--- src/rtl/regfile_wb_arbiter_pkg.sv ---
// Shared writeback definitions: grant source encoding and the hard-wired zero register.
package regfile_wb_arbiter_pkg;

    typedef enum logic {
        WB_SRC_A = 1'b0,
        WB_SRC_B = 1'b1
    } wb_src_e;

    localparam int unsigned REG_ZERO = 0;

endpackage

--- src/rtl/regfile_wb_arbiter_fifo.sv ---
// wb_fifo: DEPTH-entry queue of {index, data} results awaiting the register-file write port.
// Exposes per-entry valid/index so the top can compare decode sources against queued writes.
module wb_fifo #(
    parameter int unsigned ADDR_W = 5,
    parameter int unsigned DATA_W = 32,
    parameter int unsigned DEPTH  = 2
) (
    input  logic                           clk,
    input  logic                           rst,
    input  logic                           push,
    input  logic [ADDR_W-1:0]              push_reg,
    input  logic [DATA_W-1:0]              push_data,
    input  logic                           pop,
    output logic [ADDR_W-1:0]              head_reg,
    output logic [DATA_W-1:0]              head_data,
    output logic                           full,
    output logic                           empty,
    output logic [$clog2(DEPTH):0]         count,
    output logic [DEPTH-1:0]               ent_valid,
    output logic [DEPTH-1:0][ADDR_W-1:0]   ent_reg
);

    localparam int unsigned PW = $clog2(DEPTH);
    localparam int unsigned CW = PW + 1;

    logic [DEPTH-1:0][ADDR_W-1:0] reg_q;
    logic [DEPTH-1:0][DATA_W-1:0] data_q;
    logic [DEPTH-1:0]             vld_q;
    logic [PW-1:0]                wr_ptr;
    logic [PW-1:0]                rd_ptr;
    logic [CW-1:0]                count_q;

    always_ff @(posedge clk or posedge rst) begin
        if (rst) begin
            reg_q   <= '0;
            data_q  <= '0;
            vld_q   <= '0;
            wr_ptr  <= '0;
            rd_ptr  <= '0;
            count_q <= '0;
        end else begin
            // Push never targets a full queue and pop never an empty one, so the
            // two slot indices differ whenever both fire.
            if (push) begin
                reg_q[wr_ptr]  <= push_reg;
                data_q[wr_ptr] <= push_data;
                vld_q[wr_ptr]  <= 1'b1;
                wr_ptr         <= wr_ptr + PW'(1);
            end
            if (pop) begin
                vld_q[rd_ptr] <= 1'b0;
                rd_ptr        <= rd_ptr + PW'(1);
            end
            case ({push, pop})
                2'b10:   count_q <= count_q + CW'(1);
                2'b01:   count_q <= count_q - CW'(1);
                default: count_q <= count_q;
            endcase
        end
    end

    assign head_reg  = reg_q[rd_ptr];
    assign head_data = data_q[rd_ptr];
    assign full      = (count_q == CW'(DEPTH));
    assign empty     = (count_q == '0);
    assign count     = count_q;
    assign ent_valid = vld_q;
    assign ent_reg   = reg_q;

endmodule

--- src/rtl/regfile_wb_arbiter.sv ---
// Arbitrates the register-file write port between pipeline writeback (A) and queued
// long-latency results (B), with bounded starvation of B and decode hazard flags.
module regfile_wb_arbiter
    import regfile_wb_arbiter_pkg::*;
#(
    parameter int unsigned DATA_W     = 32,
    parameter int unsigned ADDR_W     = 5,
    parameter int unsigned DEPTH      = 2,
    parameter int unsigned STARVE_MAX = 4
) (
    input  logic                    clk,
    input  logic                    rst,
    input  logic                    a_valid,
    output logic                    a_ready,
    input  logic [ADDR_W-1:0]       a_reg,
    input  logic [DATA_W-1:0]       a_data,
    input  logic                    b_valid,
    output logic                    b_ready,
    input  logic [ADDR_W-1:0]       b_reg,
    input  logic [DATA_W-1:0]       b_data,
    input  logic [ADDR_W-1:0]       rd_reg1,
    input  logic [ADDR_W-1:0]       rd_reg2,
    output logic                    hazard1,
    output logic                    hazard2,
    output logic                    reg_write,
    output logic [ADDR_W-1:0]       write_reg,
    output logic [DATA_W-1:0]       write_data,
    output logic [$clog2(DEPTH):0]  b_count
);

    localparam int unsigned SW = $clog2(STARVE_MAX + 1);

    logic                         fifo_push;
    logic                         fifo_pop;
    logic                         fifo_full;
    logic                         fifo_empty;
    logic [ADDR_W-1:0]            head_reg;
    logic [DATA_W-1:0]            head_data;
    logic [DEPTH-1:0]             ent_valid;
    logic [DEPTH-1:0][ADDR_W-1:0] ent_reg;

    logic [SW-1:0]                starve_q;
    logic                         force_b;
    logic                         grant_any;
    wb_src_e                      grant;
    logic [ADDR_W-1:0]            sel_reg;
    logic [DATA_W-1:0]            sel_data;
    logic                         sel_writes;

    wb_fifo #(
        .ADDR_W (ADDR_W),
        .DATA_W (DATA_W),
        .DEPTH  (DEPTH)
    ) u_fifo (
        .clk       (clk),
        .rst       (rst),
        .push      (fifo_push),
        .push_reg  (b_reg),
        .push_data (b_data),
        .pop       (fifo_pop),
        .head_reg  (head_reg),
        .head_data (head_data),
        .full      (fifo_full),
        .empty     (fifo_empty),
        .count     (b_count),
        .ent_valid (ent_valid),
        .ent_reg   (ent_reg)
    );

    assign b_ready   = !fifo_full;
    assign fifo_push = b_valid && b_ready;

    // B is only ever taken from the queue head, so a result pushed this cycle
    // waits at least one cycle. a_ready is high only when A is valid and wins.
    always_comb begin
        force_b    = !fifo_empty && (!a_valid || (starve_q == SW'(STARVE_MAX)));
        grant      = force_b ? WB_SRC_B : WB_SRC_A;
        grant_any  = force_b || a_valid;
        fifo_pop   = force_b;
        a_ready    = a_valid && !force_b;
        sel_reg    = (grant == WB_SRC_B) ? head_reg  : a_reg;
        sel_data   = (grant == WB_SRC_B) ? head_data : a_data;
        sel_writes = grant_any && (sel_reg != ADDR_W'(REG_ZERO));
    end

    always_ff @(posedge clk or posedge rst) begin
        if (rst) begin
            starve_q <= '0;
        end else if (fifo_empty || force_b) begin
            starve_q <= '0;
        end else if (a_valid) begin
            starve_q <= starve_q + SW'(1);
        end
    end

    always_ff @(posedge clk or posedge rst) begin
        if (rst) begin
            reg_write  <= 1'b0;
            write_reg  <= '0;
            write_data <= '0;
        end else begin
            reg_write <= sel_writes;
            if (sel_writes) begin
                write_reg  <= sel_reg;
                write_data <= sel_data;
            end
        end
    end

    // The output stage counts as pending: the register file reads on the low phase.
    always_comb begin
        hazard1 = 1'b0;
        hazard2 = 1'b0;
        for (int unsigned i = 0; i < DEPTH; i++) begin
            if (ent_valid[i] && (ent_reg[i] == rd_reg1)) hazard1 = 1'b1;
            if (ent_valid[i] && (ent_reg[i] == rd_reg2)) hazard2 = 1'b1;
        end
        if (b_valid && (b_reg == rd_reg1)) hazard1 = 1'b1;
        if (b_valid && (b_reg == rd_reg2)) hazard2 = 1'b1;
        if (reg_write && (write_reg == rd_reg1)) hazard1 = 1'b1;
        if (reg_write && (write_reg == rd_reg2)) hazard2 = 1'b1;
        if (rd_reg1 == ADDR_W'(REG_ZERO)) hazard1 = 1'b0;
        if (rd_reg2 == ADDR_W'(REG_ZERO)) hazard2 = 1'b0;
    end

endmodule

--- config.mk ---
export PLATFORM = sky130hd
export DESIGN_NAME = regfile_wb_arbiter
export DESIGN_NICKNAME = d
export VERILOG_FILES = /design/src/rtl/regfile_wb_arbiter_pkg.sv /design/src/rtl/regfile_wb_arbiter_fifo.sv /design/src/rtl/regfile_wb_arbiter.sv
export SDC_FILE = /design/constraint.sdc
export NUM_CORES = 1
export LEC_CHECK = 0
export BUFFER_PORTS_ARGS = -buffer_cell sky130_fd_sc_hd__buf_2
export CAP_MARGIN = 0
export CORE_UTILIZATION = 40
export DETAILED_ROUTE_END_ITERATION = 10
export PLACE_DENSITY = 0.74
export SLEW_MARGIN = 20
export SYNTH_ARGS = -nofsm -noshare
export SYNTH_HDL_FRONTEND = slang
export SYNTH_HIERARCHICAL = 1
export SYNTH_SLANG_ARGS = --single-unit
--- constraint.sdc ---
create_clock -name clk -period 2.4 [get_ports clk]
set_input_delay 0.24 -clock clk [delete_from_list [all_inputs] [get_ports clk]]
set_output_delay 0.24 -clock clk [all_outputs]
set_load 0.05 [all_outputs]
==> results of run 1 <==
[where the power goes]
group / internal, mW / switching (mW) / leakage [nW] / total [mW]
Sequential: 3.10 / 0.724 / 1.42 / 3.83
Clock: 2.13 / 0.902 / 0.338 / 3.03
Combinational: 2.40 / 3.23 / 1.81 / 5.63
[through the flow]
step	instances	worst slack [ns]	utilization [%]
after floorplan	479	0.01936	-
after global placement	781	0.07033	46.63
after detailed placement	781	0.04587	46.63
after CTS	814	0.04095	51.42
after global routing	814	0.007960	51.53
final	814	0.1373	51.53
[metal layers]
metal / vias to the layer above / GRT usage [%] / routed length, um
li1: 1939 / - / -
met1: 2113 / 22.41 / 5957
met2: 110 / 32.64 / 7117
met3: 20 / 4.808 / 772
met4: 2 / 7.423 / 235
met5: - / 0 / 13
[timing repair]
item | CTS | global route
pin swaps | 0 | 1
hold buffers | 1 | 0
hold endpoints to repair | 40 | 0
setup endpoints to repair | 1 | 26
gates resized for setup | 2 | 4
[cell usage after synthesis (3+ instances only)]
| library cell | number | area share [%] |
|---|---|---|
| sky130_fd_sc_hd__mux2_2 | 110 | 20 |
| sky130_fd_sc_hd__nand3_1 | 8 | 0.64 |
| sky130_fd_sc_hd__buf_2 | 7 | 0.56 |
| sky130_fd_sc_hd__clkbuf_1 | 10 | 0.60 |
| sky130_fd_sc_hd__buf_1 | 3 | 0.18 |
| sky130_fd_sc_hd__nor2_2 | 31 | 3.1 |
| sky130_fd_sc_hd__xor2_1 | 35 | 4.9 |
| sky130_fd_sc_hd__mux2i_1 | 39 | 6.3 |
| sky130_fd_sc_hd__ha_1 | 3 | 0.60 |
| sky130_fd_sc_hd__inv_1 | 8 | 0.48 |
| sky130_fd_sc_hd__nor2_1 | 6 | 0.36 |
| sky130_fd_sc_hd__nor2b_1 | 4 | 0.40 |
| sky130_fd_sc_hd__buf_6 | 13 | 2.3 |
| sky130_fd_sc_hd__xnor2_1 | 10 | 1.4 |
| sky130_fd_sc_hd__or4_1 | 3 | 0.36 |
| sky130_fd_sc_hd__dfrtp_1 | 121 | 49 |
| sky130_fd_sc_hd__a21oi_2 | 36 | 5.1 |
| sky130_fd_sc_hd__a21oi_1 | 3 | 0.24 |
| sky130_fd_sc_hd__nor4_1 | 8 | 0.80 |
| sky130_fd_sc_hd__nor2_4 | 3 | 0.54 |
[cell families after synthesis]
kind of cell | Yosys count
AOI/OAI and AO/OA | 46
xor gates and xnor gates | 45
adders and majority gates | 3
buffers and inverters | 41
DFF | 121
muxes | 150
and+or+nand+nor | 73
[layout make-up]
cell class	instances	area, um2	area share [%]
Inverter	8	31.28	0.3993
Multi-Input combinational cell	317	2967	37.87
Timing Repair Buffer	148	862.1	11.00
Clock inverter	12	242.7	3.099
Clock buffer	20	466.7	5.958
Sequential cell	121	3029	38.67
Tap cell	188	235.2	3.003
[how the worst max path moves through the flow]
| stage | endpoint | cells past startpoint | slack, ns |
|---|---|---|---|
| 2_1_floorplan | write_data[11] | 8 | 0.02 |
| 3_3_place_gp | write_data[0] | 7 | 0.07 |
| 3_5_place_dp | write_data[0] | 7 | 0.05 |
| 4_1_cts | a_ready | 7 | 0.04 |
| 5_1_grt | a_ready | 7 | 0.008 |
| 6_report | a_ready | 7 | 0.14 |
==> tab_implementation.tex, run 1 <==
\begin{tabular}{lr}
\hline
Metric & Value \\
\hline
\multicolumn{2}{l}{\textbf{Yosys}} \\
Post-Synthesis Net Count & 570 \\
Synthesized-area fraction occupied by adder cells & 0.6017\% \\
Count of flip-flops with a built-in enable after synthesis & 0 \\
Total standard cell area after synthesis & 6238 um2 \\
Fraction of registers with async set or reset after synthesis & 100.0\% \\
Flops \& latches, synth & 121 \\
Seq/Total Area, Yosys & 48.54\% \\
Number of distinct standard cells referenced by the synthesized netlist & 34 \\
Portion of netlist area occupied by mux cells & 26.35\% \\
Warnings from Yosys & 6 \\
Compound-Gate Fraction of Synth Area & 6.578\% \\
Fraction of synthesized cell area in xor and xnor cells & 6.318\% \\
Area fraction in and, or, nand and nor cells after synthesis & 7.441\% \\
Largest family of logic cells by synthesized area & multiplexers \\
Prevailing post-synth register cell & sky130\_fd\_sc\_hd\_\_dfrtp\_1 \\
Average cell area after synthesis & 13.02 um2 \\
Post-synthesis instance total & 479 \\
\multicolumn{2}{l}{\textbf{Die}} \\
Width of the chip & 126.9 um \\
Initial core utilization & 41.04\% \\
Die Y & 126.9 um \\
\# rows & 45 \\
Total core area & 15200 um2 \\
Io pins & 132 \\
DIE AREA & 16100 um2 \\
\multicolumn{2}{l}{\textbf{Detailed routing}} \\
Total wirelength of the detailed-routed design & 14.10 mm \\
Violation count after the first detailed-routing iteration & 140 \\
Avg Vias per Cell & 5.140 \\
Wire length per cell after detailed routing & 17.32 um \\
Routed via count & 4184 \\
Number of detailed-routing iterations run before antenna repair & 4 \\
Number of DRC violations after detailed routing & 0 \\
Post-route ant nets & 0 \\
\multicolumn{2}{l}{\textbf{Clock tree}} \\
Number of CTS-inserted buffers & 17 \\
Post CTS Setup Buffer Count & 0 \\
TritonCTS clock tree & done \\
Clock transition at the register clock pins on the worst setup and hold paths after CTS & 0.05 ns \\
Largest buffer count on any clock path & 2 \\
Num Clock Sinks & 121 \\
H-tree depth & 4 \\
CTS root buffer & sky130\_fd\_sc\_hd\_\_clkbuf\_16 \\
Worst-skew pair later-pin latency & 0.42 ns \\
\multicolumn{2}{l}{\textbf{STA}} \\
Worst Tran Pin Value & 0.9324 ns \\
Setup violations, final & 0 \\
Minimum clock period after layout & 2.263 ns \\
Max frequency & 0.4419 GHz \\
Max Transition Viols Final & 0 \\
Setup repair after global routing missed its margin & false \\
Final clock period utilization by the worst path & 94.28\% \\
Post-route worst hold slack & 0.06955 ns \\
Setup TNS & 0 ns \\
Count of endpoints failing hold in the final timing report & 0 \\
Clock tree skew after final layout & 0.008368 ns \\
Relative slew slack & 37.75\% \\
\multicolumn{2}{l}{\textbf{Worst setup path}} \\
RR Startpoint & u\_fifo/rd\_ptr \\
Top fanout value on the critical path & 15 \\
Worst reg-to-reg setup slack & 0.16 ns \\
Worst Reg2Reg Path Length in Cells & 7 \\
CP startpoint & starve\_q[0] \\
Slowest library cell on the worst path & sky130\_fd\_sc\_hd\_\_dfrtp\_1 \\
Arrival time of data at the critical path endpoint & 2.02 ns \\
CP cell instances & inv\_1 > ha\_1 > nand2\_2 > a21o\_4 > buf\_8 > and2\_1 > clkbuf\_4 \\
Critical path's largest stage delay & 0.37 ns \\
Startpoint-to-endpoint class of the critical path & flip-flop to primary output \\
Kind of start point of the critical path & flip-flop \\
FF-to-FF End & write\_reg[1] \\
Buffers plus inverters on the worst setup path & 3 \\
Delay-heaviest family, CP & buffers and inverters \\
Kind of end point of the critical path & primary output \\
Data required time of the critical path & 2.16 ns \\
\multicolumn{2}{l}{\textbf{Cells and area}} \\
Inserted Diodes & 0 \\
Most common library cell in the layout ignoring fill and taps & sky130\_fd\_sc\_hd\_\_buf\_2 \\
Layout area overhead & 25.57\% \\
Fraction of final layout cells with drive strength greater than 1 & 59.27\% \\
Final standard cell area without fillers & 7834 um2 \\
Fillers & 1342 \\
Flip-flop count of the largest register after layout & 64 \\
Commonest non-fill, non-tap cells in the layout & sky130\_fd\_sc\_hd\_\_buf\_2, sky130\_fd\_sc\_hd\_\_dfrtp\_1, sky130\_fd\_sc\_hd\_\_mux2\_2 \\
Final \#Nets & 704 \\
\multicolumn{2}{l}{\textbf{Global route}} \\
Vias in the first global route & 4475 \\
Antenna violations before repair & 2 \\
GRT Total Usage & 18.85\% \\
GR Overflow Total & 0 \\
Wire length of the first global-routing pass & 23.12 mm \\
Largest net degree at the start of global routing & 42 \\
\multicolumn{2}{l}{\textbf{Hold path}} \\
Hold Crit Start & b\_data[15] \\
Worst Hold Class & primary input to flip-flop \\
Hold Path Depth & 2 \\
End of the worst hold path & u\_fifo/data\_q[47] \\
\multicolumn{2}{l}{\textbf{Placed design}} \\
Cell area after placement & 7088 um2 \\
Post-detailed-placement half-perimeter wirelength & 9.915 mm \\
Port-buffer cells & 131 \\
Global placement routability congestion & 0.8986 \\
\multicolumn{2}{l}{\textbf{Pwr}} \\
Power density relative to cell area & 1595 nW/um2 \\
Max VDD drop & 803.3 uV \\
Total Power & 12.49 mW \\
Leakage power total & 3.571 nW \\
\multicolumn{2}{l}{\textbf{Status}} \\
Run status & completed \\
\multicolumn{2}{l}{\textbf{Job}} \\
Max cap viols & 0 \\
\hline
\end{tabular}
No activity file was read; power rests on OpenSTA's default activity.
==> run 2: changes to the inputs <==
- CORE_MARGIN: not set -> 1.5
- PLACE_DENSITY: 0.74 -> 0.72
- clock period: 2.4 -> 2.3 ns (I/O delays scaled with it)
==> run 2 against run 1 <==
  * Via count down 2.2%
  * Setup slack got worse by 0.040 ns
  * Global-route usage decreased by 1.3 points
  * First-iteration DRC count grew 5.7%
  * Worst hold slack barely moved
  * Utilization decreased by 0.49 points
  * Sequential share of layout area increased by 0.37 points
  * Count of clock-buffer cells in the layout up 7
  * Sequential power is 5% higher
  * Power grew 1.4%
  * Sequential cell count stayed put
  * Die area rose by 1.6%
==> tab_implementation.tex, run 2 (same netlist as run 1, synthesis figures left out) <==
\begin{tabular}{lr}
\hline
Metric & Value \\
\hline
\multicolumn{2}{l}{\textbf{Status}} \\
Run status & completed \\
\multicolumn{2}{l}{\textbf{STA}} \\
Max Transition Viols Final & 0 \\
Clock tree skew after final layout & 0.005957 ns \\
Setup repair after global routing missed its margin & false \\
Worst path setup slack after routing & 0.09768 ns \\
Relative slew slack & 37.78\% \\
Max frequency & 0.4541 GHz \\
Count of endpoints failing hold in the final timing report & 0 \\
Worst Tran Pin Value & 0.9320 ns \\
Setup TNS & 0 ns \\
Setup violations, final & 0 \\
Final clock period utilization by the worst path & 95.75\% \\
Minimum clock period after layout & 2.202 ns \\
\multicolumn{2}{l}{\textbf{Clock tree}} \\
Largest buffer count on any clock path & 2 \\
CTS root buffer & sky130\_fd\_sc\_hd\_\_clkbuf\_16 \\
Num Clock Sinks & 121 \\
Worst-skew pair later-pin latency & 0.40 ns \\
Clock transition at the register clock pins on the worst setup and hold paths after CTS & 0.05 ns \\
TritonCTS clock tree & done \\
H-tree depth & 4 \\
Number of CTS-inserted buffers & 17 \\
\multicolumn{2}{l}{\textbf{Cells and area}} \\
Flip-flop count of the largest register after layout & 64 \\
Final \#Nets & 705 \\
Layout area overhead & 24.37\% \\
Seq. cell area & 3029 um2 \\
Commonest non-fill, non-tap cells in the layout & sky130\_fd\_sc\_hd\_\_buf\_2, sky130\_fd\_sc\_hd\_\_dfrtp\_1, sky130\_fd\_sc\_hd\_\_mux2\_2 \\
Most common library cell in the layout ignoring fill and taps & sky130\_fd\_sc\_hd\_\_buf\_2 \\
Area of the multi-input gates & 2977 um2 \\
Fillers & 1352 \\
Inserted Diodes & 0 \\
Fraction of final layout cells with drive strength greater than 1 & 59.65\% \\
\multicolumn{2}{l}{\textbf{Worst setup path}} \\
Arrival time of data at the critical path endpoint & 2.48 ns \\
Startpoint-to-endpoint class of the critical path & flip-flop to flip-flop \\
Buffers plus inverters on the worst setup path & 1 \\
Data required time of the critical path & 2.58 ns \\
CP cell instances & mux2\_2 > or4\_4 > a2111oi\_4 > a211oi\_4 > buf\_12 > nor2\_2 > a21oi\_2 \\
Kind of start point of the critical path & flip-flop \\
Delay-heaviest family, CP & simple AND/OR/NAND/NOR gates \\
Top fanout value on the critical path & 36 \\
Critical path's largest stage delay & 0.55 ns \\
Kind of end point of the critical path & flip-flop \\
Slowest library cell on the worst path & sky130\_fd\_sc\_hd\_\_or4\_4 \\
\multicolumn{2}{l}{\textbf{Detailed routing}} \\
Wire length per cell after detailed routing & 16.77 um \\
Total wirelength of the detailed-routed design & 13.67 mm \\
Avg Vias per Cell & 5.022 \\
Number of DRC violations after detailed routing & 0 \\
Violation count after the first detailed-routing iteration & 148 \\
Number of detailed-routing iterations run before antenna repair & 4 \\
Routed via count & 4093 \\
Post-route ant nets & 0 \\
\multicolumn{2}{l}{\textbf{Die}} \\
Width of the chip & 127.9 um \\
Initial core utilization & 41.04\% \\
Total core area & 15200 um2 \\
Die Y & 127.9 um \\
DIE AREA & 16350 um2 \\
Io pins & 132 \\
\# rows & 45 \\
\multicolumn{2}{l}{\textbf{Hold path}} \\
Worst Hold Class & primary input to flip-flop \\
\multicolumn{2}{l}{\textbf{Global route}} \\
Vias in the first global route & 4401 \\
Largest net degree at the start of global routing & 42 \\
GRT Total Usage & 17.60\% \\
Antenna violations before repair & 0 \\
GR Overflow Total & 0 \\
Wire length of the first global-routing pass & 22.09 mm \\
\multicolumn{2}{l}{\textbf{Placed design}} \\
Port-buffer cells & 131 \\
Minimum setup slack after placement & 0.08672 ns \\
Post-detailed-placement half-perimeter wirelength & 10.04 mm \\
Global placement routability congestion & 0.9165 \\
\multicolumn{2}{l}{\textbf{Pwr}} \\
Power density relative to cell area & 1633 nW/um2 \\
Leakage power total & 3.542 nW \\
Max VDD drop & 800.3 uV \\
\multicolumn{2}{l}{\textbf{Job}} \\
Max cap viols & 0 \\
\hline
\end{tabular}
-- run 2: cell count changes in the layout (fill, tap and decap cells not counted), moves of 2 or more --
cell                         delta
sky130_fd_sc_hd__nor2_1         -2
sky130_fd_sc_hd__clkbuf_8       +6
sky130_fd_sc_hd__buf_12         -2
sky130_fd_sc_hd__bufinv_16      -4
sky130_fd_sc_hd__buf_4          +5
sky130_fd_sc_hd__clkinvlp_4     -2
-- run 2: path summary, 6_finish.rpt --
kind                                from           endpoint  slack, ns  cells after the start
max in group asynchronous            rst     write_data[18]       1.10                      3
min reg2reg                  starve_q[0]        starve_q[0]       0.48                      1
min in group asynchronous            rst  u_fifo/ent_reg[4]       0.43                      3
min                           b_data[11]  u_fifo/data_q[11]       0.07                      2
max reg2reg                u_fifo/rd_ptr     write_data[12]        0.1                      7
max                        u_fifo/rd_ptr     write_data[12]        0.1                      7
-- run 2: area by class of cell --
class / count / share of cell area, %
clock inverters: 5 / 1.322
well taps: 188 / 3.032
clock buffers: 27 / 7.128
inverters: 8 / 0.4032
flip-flops and latches: 121 / 39.04
repair buffers: 149 / 10.71
multi-input cells: 317 / 38.36
-- run 2: power breakdown --
group	internal, mW	total (mW)	switching, mW
logic	2.45	5.79	3.34
clock network	1.96	2.86	0.891
registers	3.24	4.02	0.783
total	7.66	12.7	5.01
-- run 2: through the flow --
stage,total power [mW],util [%],cell area (um2),hold slack (ns),std cells
after floorplan,8.589,-,6245,0.3785,479
after detailed placement,9.846,46.51,7071,0.3113,782
after CTS,12.75,50.89,7736,0.05400,815
after global routing,13.39,51.04,7759,0.05449,815
after global placement,9.612,46.51,7071,0.3010,782
final,12.67,51.04,7759,0.06980,815
-- run 2: what timing repair did --
item                                    4_1_cts  5_1_grt
buffers inserted                              0        0
gates resized for setup                       0        5
endpoints found under the setup margin        0        5
endpoints found under the hold margin        26        0
hold buffers                                  1        0
-- run 2: routing by layer --
layer / track usage (%) / part of all wire, %
met2: 29.85 / 49
met4: 5.420 / 1.2
met1: 21.50 / 44
met5: 0 / 0
met3: 5.426 / 6.2
-- run 2: worst reg2reg max path: stages (launching register included) --
cell                        delay [ns]
sky130_fd_sc_hd__dfrtp_2          0.41
sky130_fd_sc_hd__mux2_2           0.36
sky130_fd_sc_hd__or4_4            0.55
sky130_fd_sc_hd__a2111oi_4        0.26
sky130_fd_sc_hd__a211oi_4         0.09
sky130_fd_sc_hd__buf_12           0.21
sky130_fd_sc_hd__nor2_2           0.16
sky130_fd_sc_hd__a21oi_2          0.04
